File: src/rtl/traffic_light_ctrl_pkg.sv
`default_nettype none
// ============================================================================
//  Module      : traffic_light_ctrl_pkg
//  Description : State encodings, lamp codes and helpers for the intersection
//                controller.
//  Revision    : 1.0 - initial release
// ============================================================================
package traffic_light_ctrl_pkg;

    typedef enum logic [2:0] {
        ST_ALL_RED_A = 3'd0,
        ST_MAIN_G    = 3'd1,
        ST_MAIN_Y    = 3'd2,
        ST_ALL_RED_B = 3'd3,
        ST_SIDE_G    = 3'd4,
        ST_SIDE_Y    = 3'd5,
        ST_FLASH     = 3'd6
    } state_t;

    // Lamp vectors are {R,Y,G}
    localparam logic [2:0] c_lamp_r = 3'b100;
    localparam logic [2:0] c_lamp_y = 3'b010;
    localparam logic [2:0] c_lamp_g = 3'b001;

    function automatic logic [2:0] sat_inc(input logic [2:0] v, input logic [2:0] lim);
        return (v >= lim) ? lim : v + 3'd1;
    endfunction

endpackage
`default_nettype wire

File: src/rtl/traffic_light_ctrl_req_latch.sv
`default_nettype none
// ============================================================================
//  Module      : traffic_light_ctrl_req_latch
//  Description : Side-road demand latch; clear wins over a same-cycle set.
//  Revision    : 1.0 - initial release
// ============================================================================
module traffic_light_ctrl_req_latch (
    input  logic clk,
    input  logic reset,
    input  logic set,
    input  logic clr,
    output logic q
);

    logic r_req_q;
    logic w_req_d;

    always_comb begin
        w_req_d = r_req_q;
        if (clr) begin
            w_req_d = 1'b0;
        end else if (set) begin
            w_req_d = 1'b1;
        end
    end

    always_ff @(posedge clk or posedge reset) begin
        if (reset) begin
            r_req_q <= 1'b0;
        end else begin
            r_req_q <= w_req_d;
        end
    end

    assign q = r_req_q;

endmodule
`default_nettype wire

File: src/rtl/traffic_light_ctrl.sv
`default_nettype none
// ============================================================================
//  Module      : traffic_light_ctrl
//  Description : Main/side road intersection FSM driving an external phase
//                counter, with demand-actuated side green and night flashing.
//  Revision    : 1.0 - initial release
// ============================================================================
module traffic_light_ctrl
    import traffic_light_ctrl_pkg::*;
#(
    parameter int MAIN_GREEN_PERIODS = 2,
    parameter int SIDE_GREEN_PERIODS = 1
) (
    input  logic       clk,
    input  logic       reset,
    input  logic       over_flag,
    input  logic       side_req,
    input  logic       night,
    output logic       cnt_clr,
    output logic       sel_compare,
    output logic [2:0] main_lamp,
    output logic [2:0] side_lamp,
    output logic       side_walk
);

    localparam logic [2:0] c_main_lim = 3'(MAIN_GREEN_PERIODS);
    localparam logic [2:0] c_side_lim = 3'(SIDE_GREEN_PERIODS);

    state_t     r_state_q;
    state_t     w_state_d;
    logic [2:0] r_period_q;
    logic [2:0] w_period_d;
    logic       r_flash_ph_q;
    logic       w_flash_ph_d;
    logic       r_cnt_clr_q;
    logic       w_cnt_clr_d;
    logic       w_req_clr;
    logic       w_req_lat;

    traffic_light_ctrl_req_latch u_req_latch (
        .clk   (clk),
        .reset (reset),
        .set   (side_req),
        .clr   (w_req_clr),
        .q     (w_req_lat)
    );

    always_comb begin
        w_state_d    = r_state_q;
        w_period_d   = r_period_q;
        w_flash_ph_d = r_flash_ph_q;
        w_req_clr    = 1'b0;
        w_cnt_clr_d  = over_flag;
        sel_compare  = 1'b0;
        side_walk    = 1'b0;
        main_lamp    = c_lamp_r;
        side_lamp    = c_lamp_r;

        case (r_state_q)
            ST_ALL_RED_A: begin
                if (over_flag) w_state_d = night ? ST_FLASH : ST_MAIN_G;
            end
            ST_MAIN_G: begin
                sel_compare = 1'b1;
                main_lamp   = c_lamp_g;
                if (over_flag) begin
                    w_period_d = sat_inc(r_period_q, c_main_lim);
                    if ((w_period_d == c_main_lim) && (w_req_lat || night))
                        w_state_d = ST_MAIN_Y;
                end
            end
            ST_MAIN_Y: begin
                main_lamp = c_lamp_y;
                if (over_flag) w_state_d = ST_ALL_RED_B;
            end
            ST_ALL_RED_B: begin
                if (over_flag) begin
                    if (night) begin
                        w_state_d = ST_FLASH;
                    end else begin
                        // Demand pending on this edge is served by the green we enter
                        w_state_d = ST_SIDE_G;
                        w_req_clr = 1'b1;
                    end
                end
            end
            ST_SIDE_G: begin
                sel_compare = 1'b1;
                side_lamp   = c_lamp_g;
                side_walk   = 1'b1;
                if (over_flag) begin
                    w_period_d = sat_inc(r_period_q, c_side_lim);
                    if (w_period_d == c_side_lim) w_state_d = ST_SIDE_Y;
                end
            end
            ST_SIDE_Y: begin
                side_lamp = c_lamp_y;
                if (over_flag) w_state_d = ST_ALL_RED_A;
            end
            ST_FLASH: begin
                main_lamp = {1'b0, r_flash_ph_q, 1'b0};
                side_lamp = {r_flash_ph_q, 2'b00};
                if (over_flag) begin
                    w_flash_ph_d = ~r_flash_ph_q;
                    if (!night) w_state_d = ST_ALL_RED_A;
                end
            end
            default: begin
                w_state_d = ST_ALL_RED_A;
            end
        endcase

        if (w_state_d != r_state_q) w_period_d = 3'd0;
    end

    always_ff @(posedge clk or posedge reset) begin
        if (reset) begin
            r_state_q    <= ST_ALL_RED_A;
            r_period_q   <= 3'd0;
            r_flash_ph_q <= 1'b0;
            r_cnt_clr_q  <= 1'b1;
        end else begin
            r_state_q    <= w_state_d;
            r_period_q   <= w_period_d;
            r_flash_ph_q <= w_flash_ph_d;
            r_cnt_clr_q  <= w_cnt_clr_d;
        end
    end

    assign cnt_clr = r_cnt_clr_q;

endmodule
`default_nettype wire
File: config.mk
export PLATFORM = sky130hd
export DESIGN_NAME = traffic_light_ctrl
export DESIGN_NICKNAME = d
export VERILOG_FILES = /design/src/rtl/traffic_light_ctrl_pkg.sv /design/src/rtl/traffic_light_ctrl_req_latch.sv /design/src/rtl/traffic_light_ctrl.sv
export SDC_FILE = /design/constraint.sdc
export NUM_CORES = 1
export LEC_CHECK = 0
export ABC_AREA = 1
export CAP_MARGIN = 20
export CORE_AREA = 2 2 39 41
export CTS_BUF_LIST = sky130_fd_sc_hd__clkbuf_4
export DETAILED_ROUTE_END_ITERATION = 10
export DIE_AREA = 0 0 41 43
export PLACE_DENSITY = 0.92
export SLEW_MARGIN = 20
export SYNTH_ARGS = -nofsm -noshare
export SYNTH_HDL_FRONTEND = slang
export SYNTH_SLANG_ARGS = --single-unit
File: constraint.sdc
create_clock -name clk -period 2.81 [get_ports clk]
set_input_delay 0.843 -clock clk [delete_from_list [all_inputs] [get_ports clk]]
set_output_delay 0.843 -clock clk [all_outputs]
set_load 0.1 [all_outputs]
# Word level (Yosys, flattened, before mapping)
# Cells that the tools add are included.
# W data, S select, Z words.
[word_totals]
mem_bits_ro = 0
regBits = 9
out_inout_bits = 9
n_memories = 0
ramBits = 0
word_cells = 56
latch_bits = 0
input_bits = 5
[classes]
add_sub_neg = 1
muxes = 28
n_reduce_logical = 8
n_mul = 0
div_mod_pow = 0
eq_ne = 11
n_bitwise = 1
n_lt_le_gt_ge = 2
shifts = 0
[ops]
columns = ["op", "n"]
rows = [
  ["$mux W3", 16],
  ["$pmux W3 S7", 1],
  ["$pmux W3 S3", 2],
  ["$eq A3 B2 Y1 const B", 3],
  ["$eq A3 B3 Y1 const B", 3],
  ["$mux W1", 7],
  ["$eq A3 B1 Y1 const B", 2],
  ["$ne A3 B3 Y1 const B", 2],
  ["$pmux W3 S2", 1],
  ["$add A3 B1 Y3 const B", 1],
  ["$ge A3 B1 Y1 const B", 1],
  ["$ge A3 B2 Y1 const B", 1],
  ["$logic_not A3 Y1", 1],
  ["$ne A3 B3 Y1", 1],
  ["$reduce_and A3 Y1", 1],
  ["$reduce_bool A3 Y1", 1],
  ["$mux W2", 1],
  ["$reduce_and A2 Y1", 1],
  ["$reduce_bool A2 Y1", 1],
  ["$reduce_or A2 Y1", 1],
  ["$logic_and A1 B1 Y1", 1],
  ["$logic_or A1 B1 Y1", 1],
  ["$not A1 Y1", 1],
]

# Depth between registers and ports, before layout
[depth]
depth_word = 10
mapped_depth = 12
mapped_depth_nobuf = 12

# By module
# From an unflattened synthesis, not the netlist that was laid out.
[unflattened]
hier_cells = 115
hier_area_um2 = 840.8
[modules_own_cells]
columns = ["module", "seq_area_each_um2", "area_each_um2", "cells_each", "instances"]
rows = [
  ["traffic_light_ctrl", 201.4, 804.5, 111, 1],
  ["traffic_light_ctrl_req_latch", 25.0, 36.3, 4, 1],
]

# Worst setup path after synthesis
# Ideal clock, no wire load.
[synth_path]
kind = "reg-to-output"
start = "reg r_state_q[1]"
end = "out side_lamp[2]"
path_stages_with_launch = 3
arrival_time_ps = 2599
path_slack_ps = -632
required_ps = 1967
path_buffers = 0
cell_sequence = "dfrtp_1 inv_2 o21ai_0"
[synth_via]
elab_chain_len = 2
elab_cells_between_ends = 4
classes_between = "eq/ne: 3; mux: 1"
[synth_lines]
columns = ["item", "line_no", "rtl"]
rows = [
  ["from (decl)", "traffic_light_ctrl.sv:29", "state_t r_state_q;"],
  ["from (signal assigned)", "traffic_light_ctrl.sv:123", "r_state_q <= w_state_d;"],
  ["$eq A3 B3 Y1", "traffic_light_ctrl.sv:59", "case (r_state_q)"],
  ["$pmux W3 S3 *", "traffic_light_ctrl.sv:59", ""],
  ["to (decl)", "traffic_light_ctrl.sv:22", "output logic [2:0] side_lamp,"],
]
# Mark *: on every way between the ends. The rest lies on a longest branch, timed or not.

# Worst setup path in the final report
[layout_path]
start = "reg r_state_q[0]"
end = "out sel_compare"
[layout_via]
elab_chain_len = 3
elab_cells_between_ends = 4
classes_between = "eq/ne: 2; mux: 1; reduce/logical: 1"
[layout_lines]
columns = ["item", "line_no", "rtl"]
rows = [
  ["$eq A3 B3 Y1 / $eq A3 B1 Y1 (equally long branches)", "traffic_light_ctrl.sv:59", ""],
  ["$reduce_or A2 Y1 (no line) *", "n/a", ""],
  ["$mux W1 *", "traffic_light_ctrl.sv:59", ""],
  ["to (decl)", "traffic_light_ctrl.sv:20", "output logic sel_compare,"],
]
# Marked as above.

==> impl_metrics.env <==
export IMPL_status="complete, no violations"
export IMPL_grt_overflow=0
export IMPL_synth_top_area_share_pct=27.1
export IMPL_cts_hold_buf=0
export IMPL_grt_pass1_vias=726
export IMPL_dp_slack_ps=289
export IMPL_synth_mux_area_share_pct=0
export IMPL_die_y_um=43
export IMPL_drive_above_1_share_pct=21.6
export IMPL_setup_ws_ps=396
export IMPL_worstMarginPinSlew_ps=397
export IMPL_drtPass1Iterations=4
export IMPL_grt_max_degree=11
export IMPL_grt_antenna_before_repair=0
export IMPL_hp_class="flip-flop to flip-flop"
export IMPL_synth_top_cell_by_area="dfrtp_1"
export IMPL_r2r_start="r_period_q[0]"
export IMPL_ff2ff_path_depth=9
export IMPL_rsz0062_at_grt="no"
export IMPL_hold_start="u_req_latch.q"
export IMPL_yosysWarnings=0
export IMPL_start_util_pct=53.3
export IMPL_finalSetupViolations=0
export IMPL_io_pins=14
export IMPL_finalCritPeriodShare_pct=85.9
export IMPL_worstPathArrival_ps=1570
export IMPL_grt_util_all_layers_pct=23.1
export IMPL_worstPathMaxFanout=8
export IMPL_maxCapViolCount=0
export IMPL_placed_cell_area_sq_um=917
export IMPL_h_tree_depth=1
export IMPL_synth_fa_ha_area_share_pct=5.08
export IMPL_synth_area_sq_um=738
export IMPL_die_w_um=41
export IMPL_fmax_mhz=414
export IMPL_r2r_setup_slack_ps=1020
export IMPL_syn_inst=111
export IMPL_grt_pass1_wl_mm=2.81
export IMPL_cts_resized=0
export IMPL_synth_xor_area_share_pct=1.19
export IMPL_whs_path_depth=1
export IMPL_gp_congestion=0.904
export IMPL_route_detailed_drc=0
export IMPL_syn_num_nets=119
export IMPL_avgSynthCellArea_sq_um=6.65
export IMPL_cts_clk_slew_worst_paths_ps=60
export IMPL_numPortBuffers=13
export IMPL_dp_hpwl_mm=1.45
export IMPL_rows=14
export IMPL_endpoint_kind="output port"
export IMPL_finClkSkew_ps=2.24
export IMPL_die_area_sq_um=1760
export IMPL_critPathKind="flip-flop to output port"
export IMPL_cts_root_buf="clkbuf_4"
export IMPL_yosys_area_share_simple_pct=37.1
export IMPL_wirelength_mm=1.76
export IMPL_required_ps=1970
export IMPL_setup_worst_path_start_class="flip-flop"
export IMPL_antenna_cells=0
export IMPL_synth_cell_types=22
export IMPL_clk_latency_ps=260
export IMPL_nets=134
export IMPL_cts_setup_buffers=0
export IMPL_design_area_sq_um=947
export IMPL_drtIter0Drc=24
export IMPL_num_vias=759
export IMPL_relSlewSlack_pct=73.4
export IMPL_cts_inserted_buffers=3
export IMPL_synthTopCellsByArea="dfrtp_1 (27%), nand2_1 (14%), inv_1 (8.1%)"
export IMPL_syn2layout_area_growth_pct=28.3
export IMPL_synth_compound_area_share_pct=12.5
export IMPL_holdPathEnd="u_req_latch.q"
export IMPL_post_drt_wl_per_cell_um=12.5
export IMPL_r2r_end="r_period_q[1]"
export IMPL_synth_top_family_by_area="simple AND/OR/NAND/NOR gates"
export IMPL_synth_seq_cells=9
export IMPL_slew_viol_final=0
export IMPL_clock_sinks=9
export IMPL_core_sq_um=1380
export IMPL_viasPerCell=5.38
export IMPL_cts_tree="yes"
export IMPL_hold_violations=0
export IMPL_clockBufferDepth=2
export IMPL_timing_final_crit_period_ps=2410
export IMPL_finalSetupTns_ps=0
export IMPL_synth_seq_area_share_pct=30.7
export IMPL_holdWs_ps=521
export IMPL_postRouteAntennaNets=0
==> Yosys cell counts <==
library cell  count
a21oi_1           6
buf_4             2
ha_1              3
o21ai_0           3
xor2_1            1
nand2_4           2
nor2_1           15
buf_2             1
dfrtp_1           8
nor2_4            1
a22oi_1           3
dfstp_2           1
a21o_1            1
o22a_1            1
nand2_1          27
inv_1            16
nor2_2            1
nand3_1          10
inv_2             5
nand2_2           1
o2111ai_1         1
nand3_2           2
==> worst max path at each step <==
stage | from | endpoint | slack (ps) | cells after the start
4_1_cts | r_state_q[0] | sel_compare | 400 | 6
3_3_place_gp | over_flag | r_period_q[0] | 370 | 11
5_1_grt | r_state_q[0] | sel_compare | 330 | 6
3_5_place_dp | over_flag | r_period_q[1] | 290 | 11
6_report | r_state_q[0] | sel_compare | 400 | 6
2_1_floorplan | r_state_q[1] | side_lamp[2] | 130 | 2
==> sequential cells by signal (all words and copies together) (netlist names) <==
register,cells
r_period_q,3
r_state_q,3
cnt_clr,1
r_flash_ph_q,1
u_req_latch.q,1
==> stage by stage <==
step	cells	util, %
5_1_grt	141	68.4
2_1_floorplan	111	-
4_1_cts	141	68.4
3_3_place_gp	137	66.3
3_5_place_dp	137	66.3
6_report	141	68.4
==> logic make-up (layout without fill, tap and decap cells) <==
| kind of cell | after synthesis | count (layout) |
|---|---|---|
| AO/OA/AOI/OAI | 15 | 15 |
| XOR/XNOR | 1 | 1 |
| adder cells (fa/ha/maj) | 3 | 3 |
| buffers and inverters | 24 | 38 |
| flip-flops | 9 | 9 |
| AND/OR/NAND/NOR | 59 | 59 |
==> layout make-up <==
type / instances / area, sq um
fillers: 121 / 437
inverters: 21 / 78.8
clock buffers: 4 / 30.0
flip-flops and latches: 9 / 226
repair buffers: 13 / 170
well taps: 16 / 20.0
multi-input cells: 78 / 422
==> per-layer routing <==
metal	track usage (%)	part of all wire, %	vias to the layer above
met2	40.0	56	24
met1	24.9	40	358
met4	6.00	0.80	0
met5	0	0	-
li1	-	-	375
met3	8.38	3.8	2
==> critical path, cell delays in order (launching register included) <==
cell and delay, ps:
dfrtp_1 500, inv_2 130, nand2_2 80, nor2_4 210, inv_2 110, nand2_4 100
buf_12 170
==> layout by cell type (no fill, tap or decap) <==
cell             count
nand3_1             10
dfrtp_1              8
inv_1               16
a22oi_1              3
buf_4                4
ha_1                 3
nor2_4               2
xor2_1               1
a21oi_2              1
clkbuf_4             4
nor2_1              15
dfstp_2              1
o2111ai_1            1
nand2_4              2
nand3_2              2
buf_12               5
o21ai_1              1
a21o_1               1
o21ai_0              2
nand2_1             27
a21oi_1              5
clkdlybuf4s50_1      4
o22a_1               1
inv_2                5
nand2_2              1
Power is left out: the tool's default activity adds up to more than one toggle a clock period on the data nets, which glitch-free logic cannot reach.
